**src/rtl/inst_pkg.sv**
```systemverilog
// inst_pkg: shared instruction field layout, opcodes and dispatcher state encoding.
package inst_pkg;
    localparam int OP_MSB   = 26;
    localparam int OP_LSB   = 24;
    localparam int ADDR_MSB = 23;
    localparam int ADDR_LSB = 12;
    localparam int LEN_MSB  = 11;
    localparam int LEN_LSB  = 6;
    localparam int PORT_MSB = 5;
    localparam int PORT_LSB = 4;
    localparam logic [2:0] OP_LOAD  = 3'b000;
    localparam logic [2:0] OP_STORE = 3'b001;
    typedef struct packed {
        logic [OP_MSB-OP_LSB:0]     opcode;
        logic [ADDR_MSB-ADDR_LSB:0] addr;
        logic [LEN_MSB-LEN_LSB:0]   length;
        logic [PORT_MSB-PORT_LSB:0] port;
        logic [3:0]                 rsvd;
    } inst_t;
    typedef enum logic [1:0] {IDLE, BURST, EXEC, DONE} state_t;
    function automatic logic is_mem(input logic [2:0] op);
        return op == OP_LOAD || op == OP_STORE;
    endfunction
endpackage

```
**src/rtl/inst_fifo.sv**
```systemverilog
// inst_fifo: synchronous FIFO; a push into a full FIFO is ignored even if a pop happens on the same edge.
module inst_fifo #(
    parameter int DEPTH = 4,
    parameter int WIDTH = 27
) (
    input  logic             clk,
    input  logic             rst,
    input  logic             push,
    input  logic [WIDTH-1:0] din,
    input  logic             pop,
    output logic [WIDTH-1:0] dout,
    output logic             full,
    output logic             empty
);
    localparam int AW = $clog2(DEPTH);
    logic [WIDTH-1:0] mem [DEPTH];
    logic [AW-1:0] wp, rp;
    logic [AW:0] cnt;
    logic do_push, do_pop;
    assign full = cnt == (AW+1)'(DEPTH);
    assign empty = cnt == '0;
    assign do_push = push && !full;
    assign do_pop = pop && !empty;
    assign dout = mem[rp];
    always_ff @(posedge clk)
        if (do_push) mem[wp] <= din;
    always_ff @(posedge clk) begin
        if (rst) begin
            wp <= '0;
            rp <= '0;
            cnt <= '0;
        end else begin
            wp <= wp + AW'(do_push);
            rp <= rp + AW'(do_pop);
            cnt <= cnt + (AW+1)'(do_push) - (AW+1)'(do_pop);
        end
    end
endmodule

```
**src/rtl/inst_mem_dispatch.sv**
```systemverilog
// inst_mem_dispatch: buffers instructions, expands load/store into memory beats and
// hands every other opcode to the compute engine.
module inst_mem_dispatch import inst_pkg::*; #(
    parameter int INST_WIDTH = 27,
    parameter int ADDR_WIDTH = 12,
    parameter int FIFO_DEPTH = 4
) (
    input  logic                  clk,
    input  logic                  rst,
    input  logic [INST_WIDTH-1:0] inst,
    input  logic                  inst_valid,
    output logic                  inst_ready,
    output logic                  drop_err,
    output logic                  mem_en,
    output logic                  mem_we,
    output logic [ADDR_WIDTH-1:0] mem_addr,
    output logic [1:0]            mem_port,
    output logic                  exec_valid,
    output logic [INST_WIDTH-1:0] exec_inst,
    input  logic                  exec_ready,
    output logic                  busy,
    output logic                  done
);
    logic [INST_WIDTH-1:0] head_raw;
    logic full, empty, pop;
    inst_t head, cur;
    state_t state;
    logic [5:0] cnt;
    assign head = inst_t'(head_raw);
    assign pop = state == IDLE && !empty;
    assign inst_ready = !full;
    assign busy = state != IDLE || !empty;
    inst_fifo #(.DEPTH(FIFO_DEPTH), .WIDTH(INST_WIDTH)) u_fifo (
        .clk(clk), .rst(rst), .push(inst_valid), .din(inst), .pop(pop),
        .dout(head_raw), .full(full), .empty(empty)
    );
    // Memory-beat outputs default to zero each cycle so they read 0 whenever mem_en is low.
    always_ff @(posedge clk) begin
        if (rst) begin
            state <= IDLE;
            cur <= '0;
            cnt <= '0;
            drop_err <= 1'b0;
            mem_en <= 1'b0;
            mem_we <= 1'b0;
            mem_addr <= '0;
            mem_port <= '0;
            exec_valid <= 1'b0;
            exec_inst <= '0;
            done <= 1'b0;
        end else begin
            drop_err <= drop_err | (inst_valid & full);
            done <= 1'b0;
            mem_en <= 1'b0;
            mem_we <= 1'b0;
            mem_addr <= '0;
            mem_port <= '0;
            case (state)
                IDLE: if (!empty) begin
                    cur <= head;
                    cnt <= '0;
                    state <= !is_mem(head.opcode) ? EXEC : head.length == '0 ? DONE : BURST;
                end
                BURST: begin
                    mem_en <= 1'b1;
                    mem_we <= cur.opcode == OP_STORE;
                    mem_addr <= cur.addr + ADDR_WIDTH'(cnt);
                    mem_port <= cur.port;
                    cnt <= cnt + 6'd1;
                    if (cnt == cur.length - 6'd1) state <= DONE;
                end
                EXEC: if (exec_valid && exec_ready) begin
                    exec_valid <= 1'b0;
                    exec_inst <= '0;
                    state <= DONE;
                end else begin
                    exec_valid <= 1'b1;
                    exec_inst <= INST_WIDTH'(cur);
                end
                DONE: begin
                    done <= 1'b1;
                    state <= IDLE;
                end
            endcase
        end
    end
endmodule
```
**config.mk**
```make
export PLATFORM = sky130hd
export DESIGN_NAME = inst_mem_dispatch
export DESIGN_NICKNAME = d
export VERILOG_FILES = /design/src/rtl/inst_pkg.sv /design/src/rtl/inst_fifo.sv /design/src/rtl/inst_mem_dispatch.sv
export SDC_FILE = /design/constraint.sdc
export NUM_CORES = 1
export LEC_CHECK = 0
export CAP_MARGIN = 20
export CORE_UTILIZATION = 30
export CTS_BUF_LIST = sky130_fd_sc_hd__clkbuf_4 sky130_fd_sc_hd__clkbuf_8
export DETAILED_ROUTE_END_ITERATION = 16
export PLACE_DENSITY = 0.51
export REMOVE_ABC_BUFFERS = 1
export SLEW_MARGIN = 20
export SYNTH_ARGS = -nofsm -noshare
export SYNTH_HDL_FRONTEND = slang
export SYNTH_SLANG_ARGS = --single-unit
export TNS_END_PERCENT = 30
```
**constraint.sdc**
```tcl
create_clock -name clk -period 3.8 [get_ports clk]
set_input_delay 0.76 -clock clk [delete_from_list [all_inputs] [get_ports clk]]
set_output_delay 0.76 -clock clk [all_outputs]
set_load 0.01 [all_outputs]
```
======== Word level (Yosys, flattened, before mapping) ========
Memories as Yosys holds them, arrays and structs flattened. A register that Yosys moved wholly into a read port is not among the register bits.
Cells that the tools add are included.
word-level totals
  bits in registers ....................... 88
  bits in writable memories ............... 108
  memories kept ........................... 1
  input bits .............................. 31
memory list
  name        depth  width  rd ports  clocked after memory_dff  wr ports  RTL line         RTL
  u_fifo.mem  4      27     1         1                         1         inst_fifo.sv:16  logic [WIDTH-1:0] mem [DEPTH];
cells by class
  equality and inequality tests ........... 10
  multiplexer cells ....................... 15
  reduce and logical (&&, ||, !) cells .... 18
  bitwise gates (word level) .............. 4
  add/subtract/negate cells ............... 7
operators with widths
  kind                                              count
  two-way mux 27 bit                                1
  adder 12 x 6 -> 12 bit                            1
  two-way mux 2 bit                                 6
  one-hot mux 6 bit (2 select lines)                1
  one-hot mux 2 bit (4 select lines)                1
  adder 6 x 1 -> 6 bit, second input constant       1
  == test 3 x 1 -> 1 bit, second input constant     2
  == test 6 bit                                     1
  logical NOT 3 bit                                 2
  logical NOT 6 bit                                 1
  two-way mux 6 bit                                 1
  != test 2 bit, second input constant              3
  subtractor 6 x 1 -> 6 bit, second input constant  1
  two-way mux 1 bit                                 5
  adder 2 x 1 -> 2 bit                              2
  == test 2 bit, second input constant              2
  logical AND 1 bit                                 4
  AND reduction 2 bit                               2
  nonzero test 2 bit                                2
  adder 3 x 1 -> 3 bit                              1
  == test 3 bit, second input constant              1
  AND reduction 3 bit                               1
  subtractor 3 x 1 -> 3 bit                         1
  == test 2 x 1 -> 1 bit, second input constant     1
  7 further kinds                                   10

======== Logic depth before layout (Yosys ltp) ========
Gate-level depths: netlist of run 1.
  depth after elaboration ................. 6
  mapped depth ............................ 12

======== Hierarchy ========
Synthesis of run 1 repeated with hierarchy kept, for this count alone.
unflattened totals
  cell total of the unflattened synthesis .. 554
  area total of the unflattened synthesis .. 7,567.3 µm²
by module, submodules not included
  module             cells an instance  area an instance (µm²)  instances  seq. area each (µm²)
  inst_fifo          176                4,262.8                 1          3,383.2
  inst_mem_dispatch  378                3,304.4                 1          1,621.6

======== Worst setup path before layout of run 1 ========
Ideal clock, no wire load.
  path type ............................... input -> register
  start point ............................. in inst_valid
  end point ............................... mem u_fifo.mem[1][0], enable pin
  data arrival time ....................... 2,877 ps
  slack ................................... 472 ps
  path buffers ............................ 0
  library setup time ...................... 451 ps
  cell stages on the path ................. 2
  cells stage by stage .................... nand2_1 nor3b_1
between the ends
  cells in the longest elaborated chain, start to end .. 3
ends and longest elaborated chain
  element                                  RTL line                 RTL
  start, declared                          inst_mem_dispatch.sv:11  input logic inst_valid,
  logical AND 1 bit                        inst_fifo.sv:22          assign do_push = push && !full;
  two-way mux 1 bit                        inst_fifo.sv:26          if (do_push) mem[wp] <= din;
  two-way mux 1 bit (implied by the code)  inst_fifo.sv:26
  end, declared                            inst_fifo.sv:16
No other way between the ends.

======== Final worst setup path of run 1 ========
  start point ............................. reg state[0]
  end point ............................... out busy
between the ends
  cells in the longest elaborated chain, start to end .. 2
ends and longest elaborated chain
  element                 RTL line                 RTL
  start, declared         inst_mem_dispatch.sv:27  state_t state;
  start signal, assigned  inst_mem_dispatch.sv:62  state <= !is_mem(head.opcode) ? EXEC : head.length == '0 ? DONE : BURST;
  nonzero test 2 bit      inst_mem_dispatch.sv:32  assign busy = state != IDLE || !empty;
  logical OR 1 bit        inst_mem_dispatch.sv:32
  end, declared           inst_mem_dispatch.sv:21  output logic busy,
No other way between the ends.

==> reports/qor.yml, run 1 <==
cp-start-kind: "register"
synth_edf_count: 108
ys_ff_latch: 196
cp_num_cells: 4
route.vias.total: 4479
cp.arrival_ns: 2.32
fin_tns_setup_ns: 0
layoutNonFillerInstCount: 974
clock_path_buffers: 2
start_util_pct: 30.76
tightest_slew_ns: 0.7029
synth_compound_area_share_pct: 6.988
syn-cell-area_um2: 7502
grt_remaining_overflow: 0
rsz0062_at_grt: "no"
first_pass_iters: 4
final_antenna_net_count: 0
grt_pass1_wl_um: 25350
synthCells: 554
dieArea_um2: 25640
clock_skew_ns: 0.01347
dp.final_hpwl_um: 10440
fin_crit_sh_pct: 81.03
r2r_setup_slack_ns: 1.43
grt_usage_pct: 13.13
status: "completed"
fmax_mhz: 324.8
ys_seq_area_share_pct: 66.71
cts.reportedPaths.clkPinSlew_ns: 0.10
cp_slowest_cell: "or4b_1"
htree_levels: 4
hold_violations: 0
critical_path.endpoint_type: "primary output"
worstSetupPathType: "reg -> out"
gp_congestion: 0.7770
grt_max_degree: 47
period_needed_ns: 3.079
wl_per_cell_um: 16.47
synth-xor-area-share_pct: 2.218
wl_um: 16040
drc: 0
cts_hold_buf: 0
r2r_cells: 9
hold_class: "reg -> reg"
ios: 79
syn_avg_cell_area_um2: 13.54
post_cts_buffers: 0
path_cells: "inv_1 -> ha_1 -> or4b_1 -> clkdlybuf4s50_1"
cp_data_required_time_ns: 3.04
die_y_um: 160.1
area.growth.synth_to_final_pct: 21.28
dp.cells: 942
crit_path_max_incr_delay_ns: 0.59
core_area_um2: 24390
port_buffers: 78
first_global_vias: 4616
total_power_uw: 5798
numClockSinks: 196
crit_family: "buffers and inverters"
yosys.area_share.simple_pct: 9.690
slew_violations: 0
setup_viol: 0
crit_end: "busy"
leakage_uw: 0.003061
irDropWorstVdd_mv: 0.2877
worstReg2RegStart: "cnt[0]"
cts_resized: 0
fp-row-count: 57
maxCapViolations: 0
synth_fa_ha_area_share_pct: 3.369
critPathMaxFanout: 6
synthFlopType: "edfxtp_1"
power_density_nw_per_um2: 637.2
crit_start: "state[0]"
grt_antenna_before_repair: 0
synth_top_family_by_area: "simple AND/OR/NAND/NOR gates"
finalNetCount: 687
r2r_end: "mem_addr[10]"
insertion_delay_ns: 0.45
ys_async_sr_fraction_pct: 0
path_buf_inv: 2
synth_mux_area_share_pct: 8.656
cts_buffers: 17
antennaDiodeCount: 0
drt-vias-per-instance: 4.599
clockRootBuffer: "clkbuf_8"
cts_tree: "yes"
slew_headroom_pct: 53.14
drive_above_1_share_pct: 13.08
final_util_pct: 37.30
yosysWarnings: 0
ys_types: 45
drt_iter0_drc: 207
dieWidth_um: 160.1
-- registers in the layout, summed over array words and instances, names as in the netlist --
register and count:
u_fifo.cnt 3, mem_we 1, u_fifo.mem 108, mem_addr 12
mem_port 2, exec_valid 1, exec_inst 27, mem_en 1
cnt 6, drop_err 1, done 1, cur 27
u_fifo.wp 2, u_fifo.rp 2, state 2
-- Yosys cell counts (all sizes together), types with 4 or more instances --
| library cell | n | area (µm²) |
|---|---|---|
| a21oi | 35 | 178.9 |
| a22oi | 27 | 202.7 |
| a31oi | 4 | 25.02 |
| and2 | 4 | 25.02 |
| buf | 8 | 42.53 |
| clkbuf | 18 | 67.56 |
| dfxtp | 88 | 1762 |
| edfxtp | 108 | 3243 |
| ha | 17 | 212.7 |
| inv | 18 | 67.56 |
| mux4 | 27 | 608.1 |
| nand2 | 65 | 244.0 |
| nand3 | 5 | 25.02 |
| nor2 | 55 | 206.5 |
| nor2b | 10 | 62.56 |
| nor3 | 7 | 35.03 |
| o21ai | 5 | 25.02 |
| xnor2 | 11 | 96.34 |
| xor2 | 8 | 70.07 |
-- routing by layer --
metal | track usage (%) | vias up | part of all wire, %
li1 | - | 2168 | -
met3 | 3.247 | 11 | 3.7
met5 | 0 | - | 0
met2 | 22.96 | 76 | 51
met1 | 15.90 | 2224 | 45
met4 | 3.853 | 0 | 1.2
-- how the worst min path moves through the flow --
| stage | startpoint | end | depth (start not counted) |
|---|---|---|---|
| detailed placement | cur[2] | cur[2] | 2 |
| global placement | cur[0] | cur[0] | 2 |
| CTS | cur[2] | cur[2] | 2 |
| floorplan | cur[26] | mem_we | 1 |
| global route | cur[0] | cur[0] | 2 |
| finish | cur[2] | cur[2] | 2 |
-- metrics by stage --
stage	worst slack (ns)	area, µm²	hold WS, ns
detailed placement	1.203	8695	0.4507
global route	0.5887	9099	0.4988
global placement	1.226	8695	0.4438
finish	0.7210	9099	0.4602
floorplan	-0.2902	7392	0.4238
CTS	0.6609	9099	0.4654
-- kinds of logic after synthesis --
family	count (synthesis)
AO/OA/AOI/OAI	82
XOR/XNOR	19
adder cells (fa/ha/maj)	19
buffers and inverters	44
flip-flops	196
multiplexers	31
AND/OR/NAND/NOR	163
-- worst reg2reg max path: stages (launching register included) --
cell	delay, ns
dfxtp_1	0.44
ha_1	0.20
inv_1	0.05
fa_1	0.37
nor2b_1	0.16
o21ai_0	0.14
a21boi_0	0.25
o21ai_0	0.19
a21boi_0	0.28
mux2i_1	0.22
-- cell type report --
type | count | area [µm²]
clock inverter | 15 | 170.2
timing repair buffer | 90 | 865.8
tap | 324 | 405.4
fill | 2392 | 15290
inverter | 18 | 67.56
sequential | 196 | 5006
multi-input combinational | 314 | 2350
clock buffer | 17 | 234.0
-- where the power goes --
part,switching [µW],leakage [µW],internal [µW]
combinational,891,0.00115,735
clock,747,0.000207,605
sequential,258,0.00171,2560
-- placed cells by master (no fill, tap or decap), types with 27 or more instances in the layout --
master | netlist | routed
edfxtp_1 | 108 | 108
dfxtp_1 | 88 | 87
clkdlybuf4s50_1 | 0 | 77
nand2_1 | 65 | 65
nor2_1 | 55 | 54
a21oi_1 | 34 | 33
a22oi_1 | 27 | 27
mux4_2 | 27 | 27
Note: power is estimated with default switching activity, not from simulation.
==> run 2: changes to the inputs <==
Clock period 3.8 ns to 3.1 ns, I/O delays scaled along.
==> run 2 against run 1 <==
Total power up 22%. Count of clock-buffer cells in the layout up 1. Sequential power rose by 22%. Global-route usage grew 0.18 points. Via count decreased by 0.11%. Cell area down 0.21%. Critical path depth did not move. Clock skew rose by 0.0027 ns. Routed wire length grew 2.3%. Flip-flop and latch count unchanged. Combinational power up 24%. Largest cell class unchanged.
==> reports/qor.yml, run 2 (synthesis gave the netlist of run 1 again) <==
hold_class: "reg -> reg"
cts_tree: "yes"
finalNetCount: 686
cts_hold_buf: 0
gp_congestion: 0.7857
p_int_uw: 4652
die_y_um: 160.1
area.growth.synth_to_final_pct: 21.03
first_global_vias: 4693
drive_above_1_share_pct: 12.94
clock_skew_ns: 0.01616
dieWidth_um: 160.1
largest_reg_flops: 108
maxCapViolations: 0
setup_viol: 0
cts_resized: 0
grt_usage_pct: 13.31
dieArea_um2: 25640
rsz0062_at_grt: "no"
route.vias.total: 4474
critical_path.endpoint_type: "primary output"
final_cell_mix: "108 x edfxtp_1, 87 x dfxtp_1, 77 x clkdlybuf4s50_1, 65 x nand2_1, 54 x nor2_1"
drt-vias-per-instance: 4.589
setup_slack_ns: 0.1531
fillCellCount: 2316
wl_um: 16410
insertion_delay_ns: 0.47
power_density_nw_per_um2: 775.9
clockRootBuffer: "clkbuf_8"
slew_violations: 0
cp_data_required_time_ns: 2.48
cts.reportedPaths.clkPinSlew_ns: 0.10
port_buffers: 78
status: "completed"
grt_max_degree: 70
ios: 79
grt_remaining_overflow: 0
core_area_um2: 24390
cp-start-kind: "register"
leakage_uw: 0.003038
layout_commonest_cell: "edfxtp_1"
cts_buffers: 17
switchingPower_uw: 2393
fin_crit_sh_pct: 95.06
clock_power_share_pct: 22.4
slew_headroom_pct: 47.54
worstSetupPathType: "reg -> out"
drt_iter0_drc: 176
period_needed_ns: 2.947
grt_antenna_before_repair: 1
cp.arrival_ns: 2.33
fp-row-count: 57
dp.final_hpwl_um: 10480
reg.largest.list: "u_fifo.mem x108, cur x27, exec_inst x27"
numClockSinks: 196
first_pass_iters: 4
post_cts_buffers: 0
seqPwrFrac_pct: 48.9
r2r_setup_slack_ns: 0.68
clock_path_buffers: 2
final_antenna_net_count: 0
tightest_slew_ns: 0.7869
regMostFlops: "u_fifo.mem"
total_power_uw: 7045
pwr-share-comb_pct: 28.7
drc: 0
grt_pass1_wl_um: 25520
irDropWorstVdd_mv: 0.3300
critPathMaxFanout: 6
fmax_mhz: 339.3
swShare_pct: 33.96
htree_levels: 4
preCtsSetupSlack_ns: 0.6537
hold_violations: 0
wl_per_cell_um: 16.83
start_util_pct: 30.76
run 2: power groups by stage:
| stage | logic, µW | clock network [µW] | registers, µW |
|---|---|---|---|
| floorplan | 1270 | 0 | 3480 |
| global placement | 2010 | 0 | 3500 |
| detailed placement | 2050 | 0 | 3520 |
| CTS | 2060 | 1640 | 3460 |
| global route | 2260 | 1740 | 3500 |
| finish | 2020 | 1580 | 3450 |
run 2: cell type report:
cell class / instances / area (µm²) / share of cell area, %
Clock buffer: 18 / 247.7 / 2.728
Inverter: 18 / 67.56 / 0.7441
Sequential cell: 196 / 5006 / 55.13
Antenna cell: 2 / 5.005 / 0.05512
Tap cell: 324 / 405.4 / 4.465
Timing Repair Buffer: 89 / 858.3 / 9.453
Clock inverter: 14 / 140.1 / 1.543
Multi-Input combinational cell: 314 / 2350 / 25.88
run 2: critical path: stages, from the launching register on:
cell	delay, ns
dfxtp_1	0.34
inv_1	0.13
ha_1	0.26
or4b_1	0.59
clkdlybuf4s50_1	0.53
run 2: metrics by stage:
step,std cells,setup TNS [ns],utilization (%),hold WS [ns],instance area (µm²)
2_1_floorplan,528,-4.956,-,0.4238,7392
3_3_place_gp,941,0,35.62,0.4411,8687
3_5_place_dp,941,0,35.62,0.4486,8687
4_1_cts,973,0,37.21,0.4684,9075
5_1_grt,973,0,37.21,0.4871,9075
6_report,975,0,37.23,0.4616,9080
run 2: final timing paths:
path	from	endpoint	depth (start not counted)
max	state[0]	busy	4
min	cur[25]	mem_we	1
max reg2reg	cnt[0]	mem_addr[10]	9
min reg2reg	cur[25]	mem_we	1
run 2: per-layer routing:
layer  GRT usage [%]  share of wire [%]  vias up
li1                -                  -     2169
met1           15.29                 43     2198
met2           23.60                 51       90
met3           3.584                4.8       17
met4           4.892                1.5        0
met5               0                  0        -
==> run 3: changes to the inputs <==
Settings changed: RECOVER_POWER set to 25.
==> run 3 against run 2 <==
Maximum frequency down 0.17%. Die area unchanged. Worst hold slack about the same. Non-clock buffer count unchanged. Total power about the same. Global-route usage unchanged. Clock skew about the same. Cell area about the same. Final cell count down 0.10%. Count of clock-buffer cells in the layout unchanged. Sequential share of layout area about the same. Core utilization about the same.
==> reports/qor.yml, run 3 (synthesis gave the netlist of run 1 again) <==
status: "completed"
clock_path_buffers: 2
insertion_delay_ns: 0.48
critical_path.endpoint_type: "primary output"
crit_start: "state[0]"
final_antenna_net_count: 0
port_buffers: 78
r2r_cells: 9
grt_antenna_before_repair: 2
critPathMaxFanout: 6
drt-vias-per-instance: 4.592
grt_pass1_wl_um: 25520
hold_violations: 0
wl_per_cell_um: 16.82
power_density_nw_per_um2: 775.9
leakage_uw: 0.003044
largest_reg_flops: 108
worstSetupPathType: "reg -> out"
cp_slowest_cell: "or4b_1"
grt_usage_pct: 13.31
first_pass_iters: 4
cp_num_cells: 4
die_y_um: 160.1
clock_skew_ns: 0.01595
dieArea_um2: 25640
fp-row-count: 57
clockRootBuffer: "clkbuf_8"
path_buf_inv: 2
rsz0062_at_grt: "no"
layout_commonest_cell: "edfxtp_1"
min_from: "cur[25]"
cp.arrival_ns: 2.33
finalNetCount: 686
grt_max_degree: 70
area.growth.synth_to_final_pct: 21.00
wl_um: 16390
core_area_um2: 24390
r2r_setup_slack_ns: 0.68
cts_resized: 0
maxCapViolations: 0
worstReg2RegStart: "cnt[0]"
numClockSinks: 196
period_needed_ns: 2.952
irDropWorstVdd_mv: 0.3302
final_cell_mix: "108 x edfxtp_1, 87 x dfxtp_1, 65 x nand2_1, 54 x nor2_1, 53 x clkdlybuf4s50_1"
dp.final_hpwl_um: 10480
cts_buffers: 17
post_cts_buffers: 0
grt_remaining_overflow: 0
regMostFlops: "u_fifo.mem"
drt_iter0_drc: 176
cts.reportedPaths.clkPinSlew_ns: 0.10
dieWidth_um: 160.1
gp_congestion: 0.7857
route.vias.total: 4473
fin_tns_setup_ns: 0
hold_class: "reg -> reg"
tightest_slew_ns: 0.7873
cts_tree: "yes"
drc: 0
drive_above_1_share_pct: 12.94
crit_family: "buffers and inverters"
cp-start-kind: "register"
path_cells: "inv_1 -> ha_1 -> or4b_1 -> clkdlybuf4s50_1"
setup_viol: 0
slew_violations: 0
crit_path_max_incr_delay_ns: 0.59
holdWs_ns: 0.4617
whs_path_depth: 1
cp_data_required_time_ns: 2.48
cts_hold_buf: 0
total_power_uw: 7043
slew_headroom_pct: 47.52
fin_crit_sh_pct: 95.23
ios: 79
reg.largest.list: "u_fifo.mem x108, cur x27, exec_inst x27"
fillCellCount: 2316
first_global_vias: 4693
htree_levels: 4
start_util_pct: 30.76
fmax_mhz: 338.8
[run 3: metrics by stage]
stage	util (%)	instances	instance area, µm²	setup slack, ns
6_report	37.22	974	9077	0.1480
5_1_grt	37.21	973	9075	0.01143
4_1_cts	37.21	973	9075	0.1014
3_5_place_dp	35.62	941	8687	0.6537
3_3_place_gp	35.62	941	8687	0.6742
2_1_floorplan	-	528	7392	-0.9902
[run 3: worst register-to-register path, delay by kind of cell, from the launching register on]
kind                       cells  cell delay [ns]
AOI/OAI and AO/OA              4             0.88
adders and majority gates      2             0.59
DFF                            1             0.44
muxes                          1             0.23
and+or+nand+nor                1             0.15
buffers and inverters          1             0.06
[run 3: final cells by class]
type,instances,area (µm²),share of cell area [%]
multi-input combinational,314,2350,25.89
clock inverter,14,140.1,1.544
sequential,196,5006,55.15
inverter,18,67.56,0.7443
antenna,1,2.502,0.02757
timing repair buffer,89,858.3,9.456
clock buffer,18,247.7,2.729
tap,324,405.4,4.466
[run 3: routing by layer]
| metal | wire [µm] | share of wire [%] | vias to the layer above | GRT usage (%) |
|---|---|---|---|---|
| li1 | - | - | 2168 | - |
| met1 | 6955 | 42 | 2189 | 15.29 |
| met3 | 838 | 5.1 | 19 | 3.584 |
| met4 | 218 | 1.3 | 2 | 4.892 |
| met2 | 8359 | 51 | 95 | 23.60 |
| met5 | 13 | 0.079 | - | 0 |
[run 3: where the power goes]
group	leakage [µW]	switching [µW]	internal, µW
sequential	0.00171	305	3140
clock	0.000189	967	616
combinational	0.00115	1120	890
[run 3: final timing paths]
path,end
setup / recovery,busy
hold / removal,mem_we
setup reg to reg,mem_addr[10]
hold reg to reg,mem_we
